## src/rtl/blackjack_pkg.sv

```systemverilog
// blackjack_pkg: shared states, results and card scoring for the round controller.
package blackjack_pkg;
    localparam logic [4:0] BJ = 5'd21;
    typedef enum logic [3:0] {
        BET, DEAL_P1, DEAL_D1, DEAL_P2, DEAL_D2, CHECK,
        PLAYER, P_DRAW, DEALER, D_DRAW, SETTLE, RESULT
    } state_t;
    typedef enum logic [2:0] {RES_NONE, RES_WIN, RES_NAT, RES_TIE, RES_LOSE} result_t;
    function automatic logic [3:0] rank_pts(input logic [3:0] rank);
        return rank > 4'd10 ? 4'd10 : rank;
    endfunction
    function automatic logic rank_ok(input logic [3:0] rank);
        return rank != 4'd0 && rank < 4'd14;
    endfunction
endpackage

```

## src/rtl/blackjack_round_ctrl_if.sv

```systemverilog
// blackjack_round_ctrl_if: request/valid handshake to the external card source.
interface blackjack_round_ctrl_if;
    logic       card_req;
    logic       card_valid;
    logic [3:0] card_rank;
    modport master(output card_req, input card_valid, card_rank);
    modport slave(input card_req, output card_valid, card_rank);
endinterface

```

## src/rtl/bj_hand_acc.sv

```systemverilog
// bj_hand_acc: accumulates one hand, reporting hard/best totals, card count and natural.
module bj_hand_acc
    import blackjack_pkg::*;
(
    input  logic       clk,
    input  logic       rst,
    input  logic       clear,
    input  logic       add,
    input  logic [3:0] rank,
    output logic [4:0] hard,
    output logic [4:0] best,
    output logic [3:0] count,
    output logic       has_ace,
    output logic       natural
);
    always_ff @(posedge clk) begin
        if (rst || clear) begin
            hard    <= '0;
            count   <= '0;
            has_ace <= 1'b0;
        end else if (add) begin
            hard    <= hard + 5'(rank_pts(rank));
            count   <= count == 4'hf ? count : count + 4'd1;
            has_ace <= has_ace || rank == 4'd1;
        end
    end
    assign best    = has_ace && hard <= 5'd11 ? hard + 5'd10 : hard;
    assign natural = count == 4'd2 && best == BJ;
endmodule

```

## src/rtl/blackjack_round_ctrl.sv

```systemverilog
// blackjack_round_ctrl: one-player blackjack round with betting, dealer rule, charlie and payout.
module blackjack_round_ctrl
    import blackjack_pkg::*;
#(
    parameter int MAX_CARDS    = 5,
    parameter int MONEY_W      = 10,
    parameter int START_BANK   = 100,
    parameter int DEALER_STAND = 17,
    parameter int BJ_3_2       = 1,
    parameter int CHARLIE      = 1
) (
    input  logic                  clk,
    input  logic                  rst,
    input  logic                  start,
    input  logic                  hit,
    input  logic                  stand,
    input  logic                  increment_1,
    input  logic                  increment_5,
    input  logic                  increment_10,
    input  logic                  increment_25,
    blackjack_round_ctrl_if.master card,
    output logic [MONEY_W-1:0]    bank,
    output logic [MONEY_W-1:0]    bet,
    output logic [4:0]            player_total,
    output logic [4:0]            dealer_total,
    output logic [3:0]            player_cards,
    output logic                  win,
    output logic                  tie,
    output logic                  lose,
    output logic                  natural,
    output logic                  card_err
);
    localparam int W = MONEY_W;
    localparam logic [3:0] MAXC = 4'(MAX_CARDS);
    localparam logic [4:0] STAND = 5'(DEALER_STAND);
    state_t state, state_n;
    result_t res, res_n;
    logic draw, take, clear, p_add, d_add, p_ace, d_ace, p_nat, d_nat, d_stand, p_charlie;
    logic [4:0] p_hard, d_hard, np_hard, np_best;
    logic [3:0] unused_d_cards;
    logic [5:0] inc;
    logic [W:0] bet_sum;
    logic [W-1:0] bet_sat, bank_sat;
    logic [W+1:0] pay, bank_sum;

    assign draw = state inside {DEAL_P1, DEAL_D1, DEAL_P2, DEAL_D2, P_DRAW, D_DRAW};
    assign card.card_req = draw;
    assign take     = draw && card.card_valid && rank_ok(card.card_rank);
    assign card_err = draw && card.card_valid && !rank_ok(card.card_rank);
    assign p_add = take && state inside {DEAL_P1, DEAL_P2, P_DRAW};
    assign d_add = take && state inside {DEAL_D1, DEAL_D2, D_DRAW};
    assign clear = state == RESULT && start;

    bj_hand_acc u_player (.clk, .rst, .clear, .add(p_add), .rank(card.card_rank), .hard(p_hard),
        .best(player_total), .count(player_cards), .has_ace(p_ace), .natural(p_nat));
    bj_hand_acc u_dealer (.clk, .rst, .clear, .add(d_add), .rank(card.card_rank), .hard(d_hard),
        .best(dealer_total), .count(unused_d_cards), .has_ace(d_ace), .natural(d_nat));

    // The hit outcome is decided on the accepting edge, so score the incoming card ahead of the hand.
    assign np_hard   = p_hard + 5'(rank_pts(card.card_rank));
    assign np_best   = (p_ace || card.card_rank == 4'd1) && np_hard <= 5'd11 ? np_hard + 5'd10 : np_hard;
    assign p_charlie = CHARLIE != 0 && player_cards + 4'd1 == MAXC;
    assign d_stand   = d_hard >= STAND || (d_ace && d_hard <= 5'd11 && d_hard + 5'd10 >= STAND);

    assign inc = (increment_1 ? 6'd1 : 6'd0) + (increment_5 ? 6'd5 : 6'd0)
               + (increment_10 ? 6'd10 : 6'd0) + (increment_25 ? 6'd25 : 6'd0);
    assign bet_sum = (W+1)'(bet) + (W+1)'(inc);
    assign bet_sat = bet_sum > (W+1)'(bank) ? bank : bet_sum[W-1:0];
    assign pay = res_n == RES_WIN ? (W+2)'(bet) << 1
               : res_n == RES_NAT ? ((W+2)'(bet) << 1) + (BJ_3_2 != 0 ? (W+2)'(bet >> 1) : '0)
               : res_n == RES_TIE ? (W+2)'(bet) : '0;
    assign bank_sum = (W+2)'(bank) + pay;
    assign bank_sat = bank_sum > (W+2)'({W{1'b1}}) ? '1 : bank_sum[W-1:0];

    always_comb begin
        state_n = state;
        res_n   = res;
        case (state)
            BET:     state_n = start && bet != '0 ? DEAL_P1 : BET;
            DEAL_P1: state_n = take ? DEAL_D1 : state;
            DEAL_D1: state_n = take ? DEAL_P2 : state;
            DEAL_P2: state_n = take ? DEAL_D2 : state;
            DEAL_D2: state_n = take ? CHECK : state;
            CHECK: begin
                res_n   = p_nat && d_nat ? RES_TIE : p_nat ? RES_NAT : d_nat ? RES_LOSE : RES_NONE;
                state_n = p_nat || d_nat ? SETTLE : PLAYER;
            end
            PLAYER:  state_n = stand ? DEALER : hit && player_cards < MAXC ? P_DRAW : PLAYER;
            P_DRAW: if (take) begin
                res_n   = np_best > BJ ? RES_LOSE : p_charlie ? RES_WIN : RES_NONE;
                state_n = np_best > BJ || p_charlie ? SETTLE : PLAYER;
            end
            DEALER:  state_n = d_stand ? SETTLE : D_DRAW;
            D_DRAW:  state_n = take ? DEALER : D_DRAW;
            SETTLE: begin
                state_n = RESULT;
                if (res == RES_NONE)
                    res_n = d_hard > BJ || player_total > dealer_total ? RES_WIN
                          : player_total == dealer_total ? RES_TIE : RES_LOSE;
            end
            RESULT: begin
                state_n = start ? BET : RESULT;
                res_n   = start ? RES_NONE : res;
            end
            default: state_n = BET;
        endcase
    end

    always_ff @(posedge clk) begin
        if (rst) begin
            state <= BET;
            res   <= RES_NONE;
            bank  <= W'(START_BANK);
            bet   <= '0;
        end else begin
            state <= state_n;
            res   <= res_n;
            if (state == BET && state_n == DEAL_P1) bank <= bank - bet;
            else if (state == SETTLE) bank <= bank_sat;
            if (state == BET && state_n == BET) bet <= bet_sat;
            else if (clear) bet <= '0;
        end
    end

    assign win     = state == RESULT && (res == RES_WIN || res == RES_NAT);
    assign tie     = state == RESULT && res == RES_TIE;
    assign lose    = state == RESULT && res == RES_LOSE;
    assign natural = state == RESULT && res == RES_NAT;
endmodule
```

## src/flat_wrapper.sv

```systemverilog
// flat-port wrapper written by rule: the top's interface ports become plain ports
module blackjack_round_ctrl_flat import blackjack_pkg::*;
#(
    parameter int MAX_CARDS    = 5,
    parameter int MONEY_W      = 10,
    parameter int START_BANK   = 100,
    parameter int DEALER_STAND = 17,
    parameter int BJ_3_2       = 1,
    parameter int CHARLIE      = 1
)
  (clk, rst, start, hit, stand, increment_1, increment_5, increment_10, increment_25, bank, bet, player_total, dealer_total, player_cards, win, tie, lose, natural, card_err, card_card_req, card_card_valid, card_card_rank);
  blackjack_round_ctrl_if card_i ();
  input  logic clk;
  input  logic rst;
  input  logic start;
  input  logic hit;
  input  logic stand;
  input  logic increment_1;
  input  logic increment_5;
  input  logic increment_10;
  input  logic increment_25;
  output logic [MONEY_W-1:0] bank;
  output logic [MONEY_W-1:0] bet;
  output logic [4:0] player_total;
  output logic [4:0] dealer_total;
  output logic [3:0] player_cards;
  output logic win;
  output logic tie;
  output logic lose;
  output logic natural;
  output logic card_err;
  output wire logic [$bits(card_i.card_req)-1:0] card_card_req;
  input wire logic [$bits(card_i.card_valid)-1:0] card_card_valid;
  input wire logic [$bits(card_i.card_rank)-1:0] card_card_rank;
  assign card_card_req = card_i.card_req;
  assign card_i.card_valid = card_card_valid;
  assign card_i.card_rank = card_card_rank;
  blackjack_round_ctrl #(.MAX_CARDS(MAX_CARDS), .MONEY_W(MONEY_W), .START_BANK(START_BANK), .DEALER_STAND(DEALER_STAND), .BJ_3_2(BJ_3_2), .CHARLIE(CHARLIE)) u_core (.clk(clk), .rst(rst), .start(start), .hit(hit), .stand(stand), .increment_1(increment_1), .increment_5(increment_5), .increment_10(increment_10), .increment_25(increment_25), .card(card_i), .bank(bank), .bet(bet), .player_total(player_total), .dealer_total(dealer_total), .player_cards(player_cards), .win(win), .tie(tie), .lose(lose), .natural(natural), .card_err(card_err));
endmodule
```

## config.mk

```make
export PLATFORM = sky130hd
export DESIGN_NAME = blackjack_round_ctrl_flat
export DESIGN_NICKNAME = d
export VERILOG_FILES = /design/src/rtl/blackjack_pkg.sv /design/src/rtl/blackjack_round_ctrl_if.sv /design/src/rtl/bj_hand_acc.sv /design/src/rtl/blackjack_round_ctrl.sv /design/src/flat_wrapper.sv
export SDC_FILE = /design/constraint.sdc
export NUM_CORES = 1
export LEC_CHECK = 0
export CAP_MARGIN = 10
export CELL_PAD_IN_SITES_DETAIL_PLACEMENT = 0
export CELL_PAD_IN_SITES_GLOBAL_PLACEMENT = 1
export CORE_AREA = 3 3 123 125
export CTS_BUF_LIST = sky130_fd_sc_hd__clkbuf_16
export CTS_CLUSTER_SIZE = 12
export DETAILED_ROUTE_END_ITERATION = 10
export DIE_AREA = 0 0 126 128
export PLACE_DENSITY = 0.86
export SKIP_CTS_REPAIR_TIMING = 1
export SLEW_MARGIN = 10
export SYNTH_ARGS = -nofsm -noshare
export SYNTH_HDL_FRONTEND = slang
export SYNTH_SLANG_ARGS = --single-unit
```

## constraint.sdc

```tcl
create_clock -name clk -period 20.5 [get_ports clk]
set_clock_uncertainty 0.15 [all_clocks]
set_input_delay 6.15 -clock clk [delete_from_list [all_inputs] [get_ports clk]]
set_output_delay 6.15 -clock clk [all_outputs]
set_load 0.01 [all_outputs]
```

=== Word-level counts from Yosys, hierarchy flattened ===
Index checks and enable logic that the tools add are counted.
W data, S select, Z words.

* Output and inout port bits: 40
* Memory bits (read-only): 0
* RAM bits: 0
* Memories: 0
* Logic and storage cells: 152
* Register bits after elaboration: 47
* Input port bits: 14
* Latch bits: 0

* Div/mod/pow operators: 0
* Add/subtract/negate cells: 14
* Magnitude comparators: 13
* Mux-type cells: 42
* Reductions and logical operators: 43
* Equal/unequal tests: 28
* Multiply operators: 0
* Bitwise logic cells: 2
* Shift-type cells: 0

{| class="wikitable"
|+ Operators with widths
! kind !! number
|-
| $mux W10 || 7
|-
| $pmux W4 S12 || 1
|-
| $mux W4 || 11
|-
| $mux W3 || 10
|-
| $eq A4 B4 Y1 const B || 6
|-
| $mux W12 || 2
|-
| $logic_and A1 B1 Y1 || 22
|-
| $eq A4 B3 Y1 const B || 5
|-
| $mux W5 || 4
|-
| $add A6 B6 Y6 || 3
|-
| $eq A4 B2 Y1 const B || 4
|-
| $add A5 B4 Y5 const B || 3
|-
| $le A5 B4 Y1 const B || 3
|-
| $add A10 B12 Y12 || 1
|-
| $add A11 B9 Y12 || 1
|-
| $eq A3 B2 Y1 const B || 4
|-
| $eq A4 B1 Y1 const B || 3
|-
| $gt A12 B10 Y1 const B || 1
|-
| $pmux W3 S4 || 1
|-
| $add A10 B6 Y11 || 1
|-
| $gt A11 B10 Y1 || 1
|-
| $add A5 B4 Y5 || 2
|-
| $eq A5 B5 Y1 const B || 2
|-
| $ge A5 B5 Y1 const B || 2
|-
| 23 further kinds || 42
|}

=== Logic depth before layout (Yosys ltp) ===
Gate-level depths: netlist (run 1).

* Depth after elaboration: 19
* Depth in mapped cells: 28
* Mapped depth without buffers: 27

=== Cells and area by module ===
From an unflattened synthesis (run 1), not the netlist that was laid out.

* Cells, all modules: 783
* Area, all modules: 6049.6 µm²

{| class="wikitable"
|+ Modules (own cells, without submodules)
! module !! area each (µm²) !! sequential area each (µm²) !! cells an instance !! instances
|-
| blackjack_round_ctrl || 4588.2 || 540.5 || 611 || 1
|-
| bj_hand_acc || 730.7 || 200.2 || 86 || 2
|}

=== Least setup slack after synthesis (run 1) ===
Ideal clock, no wire load.

* Path type: input port to output port
* Start point: input card_card_rank[0]
* End point: output card_err
* Setup slack: 7.260 ns
* Required time: 14.200 ns
* Stages: 3
* Data arrival time: 6.940 ns
* Cells stage by stage: or4_4 > nand2_1 > and3_1

* Word-level cells in the longest chain between the ends: 4
* Elaborated cells on any way between the ends: 5
* Classes of those cells: 1 x order compare; 4 x reduce/logical

{| class="wikitable"
|+ Ends and longest elaborated chain
! item !! line !! RTL
|-
| from (decl) || flat_wrapper.sv:34 || <nowiki>input wire logic [$bits(card_i.card_rank)-1:0] card_card_rank;</nowiki>
|-
| $lt A4 B4 Y1 / $reduce_bool A4 Y1 (equally long branches) || blackjack_pkg.sv:13 || <nowiki>return rank != 4'd0 && rank < 4'd14;</nowiki>
|-
| $logic_and A1 B1 Y1 * || blackjack_pkg.sv:13 ||
|-
| $logic_not A1 Y1 * || blackjack_round_ctrl.sv:49 || <nowiki>assign card_err = draw && card.card_valid && !rank_ok(card.card_rank);</nowiki>
|-
| $logic_and A1 B1 Y1 * || blackjack_round_ctrl.sv:49 ||
|-
| to (decl) || flat_wrapper.sv:31 || <nowiki>output logic card_err;</nowiki>
|}

Every way passes the cells marked *; elsewhere a longest branch is shown, timed or not.

=== Worst setup path after layout (run 1) ===
* Start point: input card_card_rank[3]
* End point: output card_err

Same word-level chain as after synthesis.

==> impl_results.rst, run 1 <==
.. list-table::
   :header-rows: 1

   * - Metric
     - Value
   * - Status
     - finished, final reports clean
   * - Largest family of logic cells by synthesized area
     - compound AO/OA/AOI/OAI gates
   * - Share of total power consumed by net switching
     - 46.5%
   * - Post-route antenna net violation count
     - 0
   * - Cts bufs inserted
     - 5
   * - Startpoint of the most critical register-to-register path
     - u_core.u_player.hard[1]$_SDFFE_PP0P_
   * - Register bit count reported by yosys
     - 47
   * - Most repeated cell in the gate-level netlist after synthesis
     - sky130_fd_sc_hd__nor2_1
   * - DR vias
     - 5,392
   * - Switching power
     - 279 uW
   * - Vias in the first global route
     - 5,149
   * - Ratio of cells with drive above 1 in the final layout
     - 3.37%
   * - Antenna Cells
     - 0
   * - Total internal power
     - 321 uW
   * - Pre-antenna DRT Iters
     - 5
   * - Pin count of the biggest net entering global routing
     - 25
   * - Insertion delay to the later sink of the worst-skew pair
     - 0.31 ns
   * - Initial antenna violation count
     - 0
   * - Filler-free cell count of the finished design
     - 952
   * - WL/cell
     - 16.1 um
   * - Area of the die
     - 0.0161 mm^2
   * - Number of buffers inserted by port buffering
     - 53
   * - Count of standard-cell rows
     - 43
   * - Req. time, crit path
     - 14.20 ns
   * - Arr. time, crit path
     - 8.02 ns
   * - Startpoint kind of the worst setup timing path
     - input port
   * - Number of remaining DRC errors
     - 0
   * - Reg2Reg Setup Slack
     - 13.66 ns
   * - Worst Tran Pin Value
     - 1.02 ns
   * - Total global routing overflow
     - 0
   * - Tot GR Track Use
     - 19.3%
   * - Sum of negative setup slack
     - 0 ns
   * - Top cells by instance count after synthesis
     - sky130_fd_sc_hd__nor2_1 (77), sky130_fd_sc_hd__ha_1 (73), sky130_fd_sc_hd__a21oi_1 (64)
   * - Number of clock sinks seen by CTS
     - 47
   * - CTS clk-pin slew, worst paths
     - 0.06 ns
   * - Complex-gate fraction of the synthesized area
     - 27.4%
   * - Worst min path class
     - flip-flop to flip-flop
   * - Adder and majority cell fraction of the synthesized area
     - 18.9%
   * - Fill count
     - 1,442
   * - # nets final
     - 865
   * - Count of different cell masters after synthesis
     - 78
   * - Synth Flop Type
     - sky130_fd_sc_hd__dfxtp_1
   * - Setup repair after global routing missed its margin
     - false
   * - DP Wirelength
     - 12,000 um
   * - Routability-driven placement congestion ratio
     - 0.855
   * - Maximum buffer depth of the clock tree
     - 2
   * - Reg power frac
     - 25.5%
   * - First-iteration detailed-routing DRC count
     - 353
   * - Fraction of synthesized area in multiplexers
     - 1.28%
   * - Fraction of power consumed by the clock network
     - 13.9%
   * - Max Fanout on Critical Path
     - 8
   * - Async set or reset register ratio after synthesis
     - 0%
   * - Top cells by area in the synthesized netlist
     - sky130_fd_sc_hd__dfxtp_1 (17%), sky130_fd_sc_hd__ha_1 (16%), sky130_fd_sc_hd__a21oi_1 (5.7%), sky130_fd_sc_hd__xnor2_1 (5.5%), sky130_fd_sc_hd__nor2_1 (5.2%)
   * - Cell area power density
     - 94.3 mW/mm^2
   * - Final setup fails
     - 0
   * - Total Routed Length
     - 15,400 um
   * - Maximum Capacitance Violations
     - 0
   * - Mean Syn Cell Area
     - 7.54 um^2
   * - Avg Vias per Cell
     - 5.66
   * - Leak Pwr
     - 2.58 nW
   * - Core region area
     - 0.0140 mm^2
   * - Die Span X
     - 126 um
   * - Chip height
     - 128 um
   * - Top cell type by total area after synthesis
     - sky130_fd_sc_hd__dfxtp_1
   * - Highest clock rate
     - 0.0698 GHz
   * - Clock tree root buffer cell
     - sky130_fd_sc_hd__clkbuf_16
   * - Number of H-tree levels
     - 2
   * - Netlist Area Pre-Place
     - 0.00559 mm^2
   * - Sequential cell area fraction in the yosys report
     - 16.8%
   * - Start-to-end type of the worst setup path
     - input port to primary output
   * - Share of the cycle needed by the critical path after routing
     - 69.8%
   * - Post-synthesis share of cell area spent on and, or, nand and nor gates
     - 21.8%
   * - Number of enable-type register cells in the synthesized netlist
     - 0
   * - Synth top area share
     - 16.8%
   * - Number of synthesis warnings
     - 0
   * - P&R area growth vs syn
     - 13.8%
   * - Max-slew violation count
     - 0
   * - Placed Cells
     - 944
   * - Beginning of the worst hold path
     - u_core.u_dealer.count[2]$_SDFFE_PP0P_
   * - Global-route wire length before repair
     - 25,800 um
   * - Max rail drop VDD
     - 87.2 uV
   * - Crit path from
     - card_card_rank[3]
   * - Number of instances in the synthesized netlist
     - 741
   * - Post-Synth XOR/XNOR Area
     - 7.37%
   * - I/O pin count
     - 54
   * - Initial Util
     - 39.9%
   * - Total nets after synthesis
     - 835
   * - Clock tree from TritonCTS
     - yes
   * - Endpoint type of the worst setup path
     - primary output
   * - Clock period minus worst slack
     - 14.32 ns
   * - Slew HR
     - 31.4%
   * - Part of the total power dissipated in combinational logic
     - 60.5%
   * - Total count of hold-check failures in the final report
     - 0
[power groups by stage]
stage / clock, mW / sequential (mW) / combinational (mW)
global route: 0.0887 / 0.157 / 0.413
global placement: 0 / 0.154 / 0.359
finish: 0.0835 / 0.153 / 0.363
detailed placement: 0 / 0.154 / 0.360
floorplan: 0 / 0.140 / 0.266
CTS: 0.0858 / 0.152 / 0.363
[flip-flops by register name (all words and copies together) (netlist names)]
register,cells
u_core.bet,10
u_core.state,4
u_core.u_player.has_ace,1
u_core.bank,10
u_core.u_player.count,4
u_core.u_dealer.count,4
u_core.res,3
u_core.u_dealer.hard,5
u_core.u_dealer.has_ace,1
u_core.u_player.hard,5
[per-stage QoR]
stage	setup slack [ns]	utilization (%)	power [mW]	area, um^2	hold slack, ns
floorplan	7.26	-	0.405	5590	0.326
global placement	6.18	44.5	0.513	6220	0.363
detailed placement	6.17	44.5	0.514	6220	0.366
CTS	6.17	45.4	0.601	6360	0.378
global route	6.10	45.4	0.658	6360	0.425
finish	6.18	45.4	0.600	6360	0.384
[worst max-delay path: stages]
cell and delay [ns]:
sky130_fd_sc_hd__clkdlybuf4s50_1 0.53, sky130_fd_sc_hd__or4_4 0.56, sky130_fd_sc_hd__nand2_1 0.10, sky130_fd_sc_hd__and3_1 0.15, sky130_fd_sc_hd__clkdlybuf4s50_1 0.53
[layer usage]
layer / global-route usage [%] / vias up / part of all wire [%]
li1: - / 2745 / -
met1: 27.8 / 2507 / 49
met2: 30.5 / 125 / 44
met3: 3.00 / 15 / 5.7
met4: 4.29 / 0 / 1.2
met5: 0 / - / 0
[path summary, 6_finish.rpt]
kind / endpoint / cells past startpoint
setup / recovery: card_err / 5
hold / removal: u_core.u_dealer.count[2]$_SDFFE_PP0P_ / 1
setup reg to reg: u_core.bank[3]$_SDFFE_PP0P_ / 23
hold reg to reg: u_core.u_dealer.count[2]$_SDFFE_PP0P_ / 1
[layout by cell type, fill, tap and decap left out, types with 5 or more instances in the layout]
master,count
sky130_fd_sc_hd__inv_1,58
sky130_fd_sc_hd__nand3_1,21
sky130_fd_sc_hd__a211oi_1,14
sky130_fd_sc_hd__mux2i_1,6
sky130_fd_sc_hd__xor2_1,12
sky130_fd_sc_hd__a31oi_1,18
sky130_fd_sc_hd__clkbuf_16,5
sky130_fd_sc_hd__o21bai_1,6
sky130_fd_sc_hd__nor3_1,24
sky130_fd_sc_hd__nor2_1,77
sky130_fd_sc_hd__nand2_1,48
sky130_fd_sc_hd__nand2b_1,12
sky130_fd_sc_hd__o21ai_0,40
sky130_fd_sc_hd__a21oi_1,64
sky130_fd_sc_hd__nor2b_1,18
sky130_fd_sc_hd__a211o_1,6
sky130_fd_sc_hd__clkdlybuf4s50_1,53
sky130_fd_sc_hd__and3_1,7
sky130_fd_sc_hd__dfxtp_1,47
sky130_fd_sc_hd__a21o_1,19
sky130_fd_sc_hd__ha_1,73
sky130_fd_sc_hd__o21a_1,5
sky130_fd_sc_hd__xnor2_1,35
sky130_fd_sc_hd__fa_1,7
[layout make-up]
class | instances | area, um^2 | share of cell area [%]
inverters | 56 | 210 | 3.31
well taps | 180 | 225 | 3.54
multi-input cells | 605 | 4290 | 67.5
flip-flops and latches | 47 | 941 | 14.8
clock inverters | 3 | 12.5 | 0.197
clock buffers | 5 | 125 | 1.97
repair buffers | 56 | 553 | 8.70
[cell families (layout without fill, tap and decap cells)]
family | Yosys count | after routing
multiplexers | 7 | 7
adder cells (fa/ha/maj) | 80 | 80
XOR/XNOR | 47 | 47
flip-flops | 47 | 47
buffers and inverters | 89 | 120
AO/OA/AOI/OAI | 229 | 229
AND/OR/NAND/NOR | 242 | 242
No activity file was read; power rests on OpenSTA's default activity.
==> inputs of run 2 (changes only) <==
clock period = 14.1 ns   (was 20.5 ns; I/O delays follow)
==> run 2 against run 1 <==
Compared with the run above:
- register-to-register slack worse by 6.2 ns
- design area up 0.35%
- critical path type is now input port to flip-flop
- combinational power up 48%
- largest cell class unchanged
- global-route usage up 0.37 points
==> impl_results.rst, run 2 (synthesis gave the netlist of run 1 again) <==
.. list-table::
   :header-rows: 1

   * - Metric
     - Value
   * - Initial antenna violation count
     - 0 (unchanged)
   * - I/O pin count
     - 54 (unchanged)
   * - Worst Tran Pin Value
     - 1.04 ns (+0.0105 ns)
   * - Maximum Capacitance Violations
     - 0 (unchanged)
   * - P&R area growth vs syn
     - 14.2%
   * - DR vias
     - 5,517 (+2.3%)
   * - Share of the cycle needed by the critical path after routing
     - 77.3%
   * - Highest clock rate
     - 0.0918 GHz
   * - Maximum buffer depth of the clock tree
     - 2 (unchanged)
   * - Clock period minus worst slack
     - 10.90 ns
   * - Clock tree from TritonCTS
     - yes
   * - Global-route wire length before repair
     - 26,200 um (+1.5%)
   * - Final setup fails
     - 0 (unchanged)
   * - Startpoint of the most critical register-to-register path
     - u_core.u_player.hard[0]$_SDFFE_PP0P_
   * - Total internal power
     - 470 uW (+47%)
   * - Avg Vias per Cell
     - 5.78 (+2.0%)
   * - Top library cells by usage in the layout, fill and taps aside
     - sky130_fd_sc_hd__nor2_1 (77), sky130_fd_sc_hd__ha_1 (73), sky130_fd_sc_hd__a21oi_1 (64)
   * - Worst min path class
     - flip-flop to flip-flop
   * - Chip height
     - 128 um (unchanged)
   * - Cell area power density
     - 139 mW/mm^2 (+47%)
   * - Initial Util
     - 39.9% (unchanged)
   * - Largest registers ranked by flip-flop count
     - u_core.bank: 10 flops, u_core.bet: 10 flops
   * - Beginning of the worst hold path
     - u_core.u_dealer.count[2]$_SDFFE_PP0P_
   * - Startpoint kind of the worst setup timing path
     - input port
   * - Cts bufs inserted
     - 5 (unchanged)
   * - Number of remaining DRC errors
     - 0 (unchanged)
   * - Slew HR
     - 30.7% (-0.64 points)
   * - Total global routing overflow
     - 0 (unchanged)
   * - WHS
     - 0.380 ns (-0.00456 ns)
   * - Tot GR Track Use
     - 19.7% (+0.37 points)
   * - Status
     - finished, final reports clean
   * - Start-to-end type of the worst setup path
     - input port to flip-flop
   * - Arr. time, crit path
     - 10.87 ns (+2.85 ns)
   * - Sum of negative setup slack
     - 0 ns (unchanged)
   * - Part of the total power dissipated in combinational logic
     - 61.0% (+0.5 points)
   * - Commonest non-fill, non-tap cell in the layout
     - sky130_fd_sc_hd__nor2_1
   * - Pin count of the biggest net entering global routing
     - 25 (unchanged)
   * - # nets final
     - 868 (+0.35%)
   * - Antenna Cells
     - 0 (unchanged)
   * - Post-route antenna net violation count
     - 0 (unchanged)
   * - Vias in the first global route
     - 5,128 (-0.41%)
   * - Number of buffers inserted by port buffering
     - 53 (unchanged)
   * - Req. time, crit path
     - 14.07 ns (-0.13 ns)
   * - Metal2 WL
     - 7110 um (+5.4%)
   * - Endpoint type of the worst setup path
     - flip-flop
   * - Setup repair after global routing missed its margin
     - false
   * - Post-layout power
     - 884 uW (+47%)
   * - Fraction of power consumed by the clock network
     - 13.6% (-0.3 points)
   * - Crit path from
     - card_card_rank[2]
   * - Max rail drop VDD
     - 106 uV (+21%)
   * - Wire length on met1
     - 7750 um (+2.6%)
   * - Insertion delay to the later sink of the worst-skew pair
     - 0.30 ns (about the same)
   * - Max-slew violation count
     - 0 (unchanged)
   * - Area of the die
     - 0.0161 mm^2 (unchanged)
   * - Ratio of cells with drive above 1 in the final layout
     - 3.74% (+0.37 points)
   * - Clock tree root buffer cell
     - sky130_fd_sc_hd__clkbuf_16
   * - Core region area
     - 0.0140 mm^2 (unchanged)
   * - Max Fanout on Critical Path
     - 14 (+6)
   * - Reg power frac
     - 25.5% (about the same)
   * - Count of standard-cell rows
     - 43 (unchanged)
   * - CTS clk-pin slew, worst paths
     - 0.07 ns (about the same)
   * - DP Wirelength
     - 12,400 um (+3.3%)
   * - Switching power
     - 414 uW (+49%)
   * - Total count of hold-check failures in the final report
     - 0 (unchanged)
   * - Leak Pwr
     - 2.60 nW (+0.56%)
   * - Pre-antenna DRT Iters
     - 5 (unchanged)
   * - Wire length on met3
     - 985 um (+12%)
   * - WL/cell
     - 16.8 um (+4.4%)
   * - Number of clock sinks seen by CTS
     - 47 (unchanged)
   * - First-iteration detailed-routing DRC count
     - 375 (+6.2%)
   * - Number of H-tree levels
     - 2 (unchanged)
   * - Die Span X
     - 126 um (unchanged)
   * - Share of total power consumed by net switching
     - 46.9% (+0.36 points)
   * - Post-route core utilization
     - 45.6% (+0.16 points)
   * - Highest routed metal layer
     - met4
   * - Total Routed Length
     - 16,100 um (+4.7%)
   * - Routability-driven placement congestion ratio
     - 0.901 (+5.4%)
run 2: area by class of cell:
class	instances	area, um^2
timing repair buffer	59	576
clock buffer	5	125
fill	1454	7610
multi-input combinational	605	4290
inverter	56	210
clock inverter	3	12.5
sequential	47	941
tap	180	225
run 2: path summary, 6_finish.rpt:
check / to / slack (ns) / depth (start not counted)
max: u_core.bank[4]$_SDFFE_PP0P_ / 3.20 / 27
max reg2reg: u_core.bank[4]$_SDFFE_PP0P_ / 7.46 / 24
min reg2reg: u_core.u_dealer.count[2]$_SDFFE_PP0P_ / 0.38 / 1
min: u_core.u_dealer.count[2]$_SDFFE_PP0P_ / 0.38 / 1
run 2: per-layer routing:
metal  up-vias  track usage [%]
li1       2753                -
met1      2579             28.4
met2       166             30.9
met3        19             2.71
met4         0             4.86
met5         -                0
run 2: through the flow:
stage	worst slack, ns	cells	instance area, um^2
floorplan	4.27	741	5590
global placement	3.07	947	6240
detailed placement	2.93	947	6240
CTS	3.22	955	6380
global route	2.54	955	6380
finish	3.20	955	6380
run 2: power groups by stage:
| stage | logic [mW] | clock network [mW] | registers (mW) |
|---|---|---|---|
| after detailed placement | 0.531 | 0 | 0.227 |
| after global routing | 0.604 | 0.125 | 0.230 |
| after global placement | 0.529 | 0 | 0.229 |
| after CTS | 0.536 | 0.121 | 0.224 |
| after floorplan | 0.386 | 0 | 0.203 |
| final | 0.539 | 0.120 | 0.225 |
run 2: critical path, stage by stage:
cell                              delay [ns]
sky130_fd_sc_hd__clkdlybuf4s50_1        0.49
sky130_fd_sc_hd__o21ai_0                0.18
sky130_fd_sc_hd__and2_1                 0.18
sky130_fd_sc_hd__ha_1                   0.17
sky130_fd_sc_hd__inv_1                  0.05
sky130_fd_sc_hd__fa_1                   0.57
sky130_fd_sc_hd__inv_1                  0.09
sky130_fd_sc_hd__ha_1                   0.21
sky130_fd_sc_hd__nor2b_1                0.14
sky130_fd_sc_hd__a2111oi_0              0.56
sky130_fd_sc_hd__o22a_1                 0.23
sky130_fd_sc_hd__o2bb2ai_1              0.19
sky130_fd_sc_hd__nor2_1                 0.71
sky130_fd_sc_hd__mux2i_1                0.26
sky130_fd_sc_hd__nor3_1                 0.07
sky130_fd_sc_hd__ha_1                   0.22
sky130_fd_sc_hd__fa_1                   0.40
sky130_fd_sc_hd__a21o_1                 0.17
sky130_fd_sc_hd__a21oi_1                0.21
sky130_fd_sc_hd__o21bai_1               0.08
sky130_fd_sc_hd__a21oi_1                0.22
sky130_fd_sc_hd__o21ai_0                0.18
sky130_fd_sc_hd__and3_1                 0.24
sky130_fd_sc_hd__a211oi_1               0.20
sky130_fd_sc_hd__mux2i_1                0.16
sky130_fd_sc_hd__a21oi_4                0.31
sky130_fd_sc_hd__a311oi_1               0.14
==> inputs of run 3 (changes only) <==
CORE_AREA = 3 3 124 126   (was 3 3 123 125)
DIE_AREA = 0 0 127 129   (was 0 0 126 128)
PLACE_DENSITY = 0.88   (was 0.86)
clock period = 9.4 ns   (was 14.1 ns; I/O delays follow)
==> run 3 against run 2 <==
Compared with the run above:
- first-iteration DRC count grew 1.6%
- highest routed layer unchanged
- global-route usage fell by 0.55 points
- routed wire length shrank 1.1%
- non-clock buffer count is 3 higher
- largest power group unchanged
- setup slack worse by 2.7 ns
- total power grew 50%
- final cell count increased by 0.84%
- register-to-register slack got worse by 4.2 ns
- critical path type unchanged
- sequential cell count did not move
- via count fell by 0.49%
==> impl_results.rst, run 3 (synthesis gave the netlist of run 1 again) <==
.. list-table::
   :header-rows: 1

   * - Metric
     - Value
   * - Clock tree from TritonCTS
     - yes
   * - Chip height
     - 129 um (+0.78%)
   * - # nets final
     - 872 (+0.46%)
   * - Die Span X
     - 127 um (+0.79%)
   * - Max Fanout on Critical Path
     - 13 (-1)
   * - Total Routed Length
     - 15,900 um (-1.1%)
   * - Maximum Capacitance Violations
     - 0 (unchanged)
   * - Vias in the first global route
     - 5,025 (-2.0%)
   * - Total area of sequential cells
     - 941 um^2 (unchanged)
   * - Initial antenna violation count
     - 0 (unchanged)
   * - Max-slew violation count
     - 0 (unchanged)
   * - Antenna Cells
     - 0 (unchanged)
   * - Top library cells by usage in the layout, fill and taps aside
     - sky130_fd_sc_hd__nor2_1 (77), sky130_fd_sc_hd__ha_1 (73), sky130_fd_sc_hd__a21oi_1 (64)
   * - Slowest library cell on the worst path
     - sky130_fd_sc_hd__clkdlybuf4s50_1
   * - Total global routing overflow
     - 0 (unchanged)
   * - Fill count
     - 1,500 (+3.2%)
   * - Start-to-end type of the worst setup path
     - input port to flip-flop
   * - CTS clk-pin slew, worst paths
     - 0.07 ns (about the same)
   * - Reg power frac
     - 25.6% (about the same)
   * - Peak per-stage delay on the critical path
     - 0.62 ns (-0.09 ns)
   * - Tot GR Track Use
     - 19.1% (-0.55 points)
   * - Setup repair after global routing missed its margin
     - false
   * - Arr. time, crit path
     - 8.94 ns (-1.93 ns)
   * - Area of the die
     - 0.0164 mm^2 (+1.6%)
   * - Routability-driven placement congestion ratio
     - 0.843 (-6.4%)
   * - Avg Vias per Cell
     - 5.70 (-1.3%)
   * - Clock period minus worst slack
     - 8.92 ns
   * - Final setup fails
     - 0 (unchanged)
   * - Area occupied by multi-input gates
     - 0.00432 mm^2 (+0.67%)
   * - DR vias
     - 5,490 (-0.49%)
   * - Initial Util
     - 38.7% (-1.2 points)
   * - Pre-antenna DRT Iters
     - 5 (unchanged)
   * - Count of standard-cell rows
     - 44 (+2.3%)
   * - Clock tree root buffer cell
     - sky130_fd_sc_hd__clkbuf_16
   * - Most Frequent Cell on Critical Path
     - sky130_fd_sc_hd__a21oi_1
   * - Fraction of power consumed by the clock network
     - 13.7% (about the same)
   * - Number of H-tree levels
     - 2 (unchanged)
   * - Sum of negative setup slack
     - 0 ns (unchanged)
   * - Ratio of cells with drive above 1 in the final layout
     - 4.49% (+0.75 points)
   * - Largest registers ranked by flip-flop count
     - u_core.bank: 10 flops, u_core.bet: 10 flops
   * - Startpoint of the most critical register-to-register path
     - u_core.u_dealer.hard[1]$_SDFFE_PP0P_
   * - Leak Pwr
     - 2.62 nW (+0.83%)
   * - Switching power
     - 621 uW (+50%)
   * - DP Wirelength
     - 12,200 um (-1.5%)
   * - Commonest non-fill, non-tap cell in the layout
     - sky130_fd_sc_hd__nor2_1
   * - Slew HR
     - 22.6% (-8.2 points)
   * - Share of total power consumed by net switching
     - 46.8% (-0.080 points)
   * - Part of the total power dissipated in combinational logic
     - 60.8% (-0.2 points)
   * - Global-route wire length before repair
     - 25,700 um (-1.9%)
   * - Maximum buffer depth of the clock tree
     - 2 (unchanged)
   * - First-iteration detailed-routing DRC count
     - 381 (+1.6%)
   * - WL/cell
     - 16.5 um (-1.9%)
   * - Share of the cycle needed by the critical path after routing
     - 94.9%
   * - I/O pin count
     - 54 (unchanged)
   * - Min setup slack post-route
     - 0.479 ns (-2.72 ns)
   * - Crit path from
     - card_card_rank[3]
   * - Number of buffers inserted by port buffering
     - 53 (unchanged)
   * - Req. time, crit path
     - 9.42 ns (-4.65 ns)
   * - Worst Tran Pin Value
     - 1.16 ns (+0.121 ns)
   * - Max rail drop VDD
     - 158 uV (+49%)
   * - Insertion delay to the later sink of the worst-skew pair
     - 0.30 ns (about the same)
   * - Worst min path class
     - flip-flop to flip-flop
   * - Core region area
     - 0.0144 mm^2 (+3.1%)
   * - Cts bufs inserted
     - 5 (unchanged)
   * - Number of remaining DRC errors
     - 0 (unchanged)
   * - Beginning of the worst hold path
     - u_core.u_dealer.has_ace$_SDFFE_PP0P_
   * - Pin count of the biggest net entering global routing
     - 25 (unchanged)
   * - Post-Place Worst Slack
     - 0.194 ns (-2.74 ns)
   * - Number of clock sinks seen by CTS
     - 47 (unchanged)
   * - Endpoint type of the worst setup path
     - flip-flop
   * - Post-route antenna net violation count
     - 0 (unchanged)
   * - Total count of hold-check failures in the final report
     - 0 (unchanged)
   * - Status
     - finished, final reports clean
   * - P&R area growth vs syn
     - 15.2%
   * - Cell area power density
     - 206 mW/mm^2 (+49%)
   * - Total internal power
     - 706 uW (+50%)
   * - Startpoint kind of the worst setup timing path
     - input port
   * - Highest clock rate
     - 0.112 GHz
-- run 3: changes by cell type in the layout (fill, tap and decap cells not counted), sizes merged --
cell / delta
clkinv: +1
buf: +3
inv: -1
a21oi: +1
-- run 3: layout make-up --
cell class / count / area share [%]
well taps: 184 / 3.58
multi-input cells: 606 / 67.1
clock buffers: 5 / 1.94
clock inverters: 3 / 0.175
repair buffers: 62 / 9.29
inverters: 56 / 3.27
flip-flops and latches: 47 / 14.6
-- run 3: per-stage QoR --
stage | utilization (%) | instances | total power, mW | area, um^2 | hold slack, ns
4_1_cts | 44.4 | 962 | 1.32 | 6410 | 0.377
6_report | 44.6 | 963 | 1.33 | 6430 | 0.389
3_3_place_gp | 43.5 | 954 | 1.13 | 6270 | 0.359
5_1_grt | 44.6 | 963 | 1.45 | 6430 | 0.435
3_5_place_dp | 43.5 | 954 | 1.13 | 6270 | 0.363
2_1_floorplan | - | 741 | 0.883 | 5590 | 0.326
-- run 3: power by group through the flow --
stage | Combinational (mW) | Clock, mW | Sequential [mW]
6_report | 0.807 | 0.181 | 0.339
5_1_grt | 0.908 | 0.191 | 0.346
2_1_floorplan | 0.579 | 0 | 0.304
4_1_cts | 0.800 | 0.186 | 0.338
3_3_place_gp | 0.791 | 0 | 0.343
3_5_place_dp | 0.793 | 0 | 0.341
-- run 3: path summary, 6_finish.rpt --
kind / slack, ns / end / depth (start not counted)
worst max-delay path: 0.48 / u_core.bank[8]$_SDFFE_PP0P_ / 29
worst min-delay path: 0.39 / u_core.u_dealer.has_ace$_SDFFE_PP0P_ / 2
worst max register to register: 3.30 / u_core.bank[8]$_SDFFE_PP0P_ / 24
worst min register to register: 0.39 / u_core.u_dealer.has_ace$_SDFFE_PP0P_ / 2
-- run 3: layer usage --
| layer | GRT usage, % | vias to the layer above | wire [um] | share of wire, % |
|---|---|---|---|---|
| met5 | 0 | - | 0 | 0 |
| met4 | 5.30 | 0 | 208 | 1.3 |
| met3 | 2.99 | 14 | 772 | 4.9 |
| met2 | 31.4 | 131 | 7420 | 47 |
| met1 | 26.1 | 2576 | 7500 | 47 |
| li1 | - | 2769 | - | - |
-- run 3: worst max-delay path: cells and delay by family --
family,cells,cell delay [ns]
AO/OA/AOI/OAI,17,3.14
multiplexers,1,0.23
AND/OR/NAND/NOR,3,0.48
adder cells (fa/ha/maj),4,1.19
buffers and inverters,4,1.04
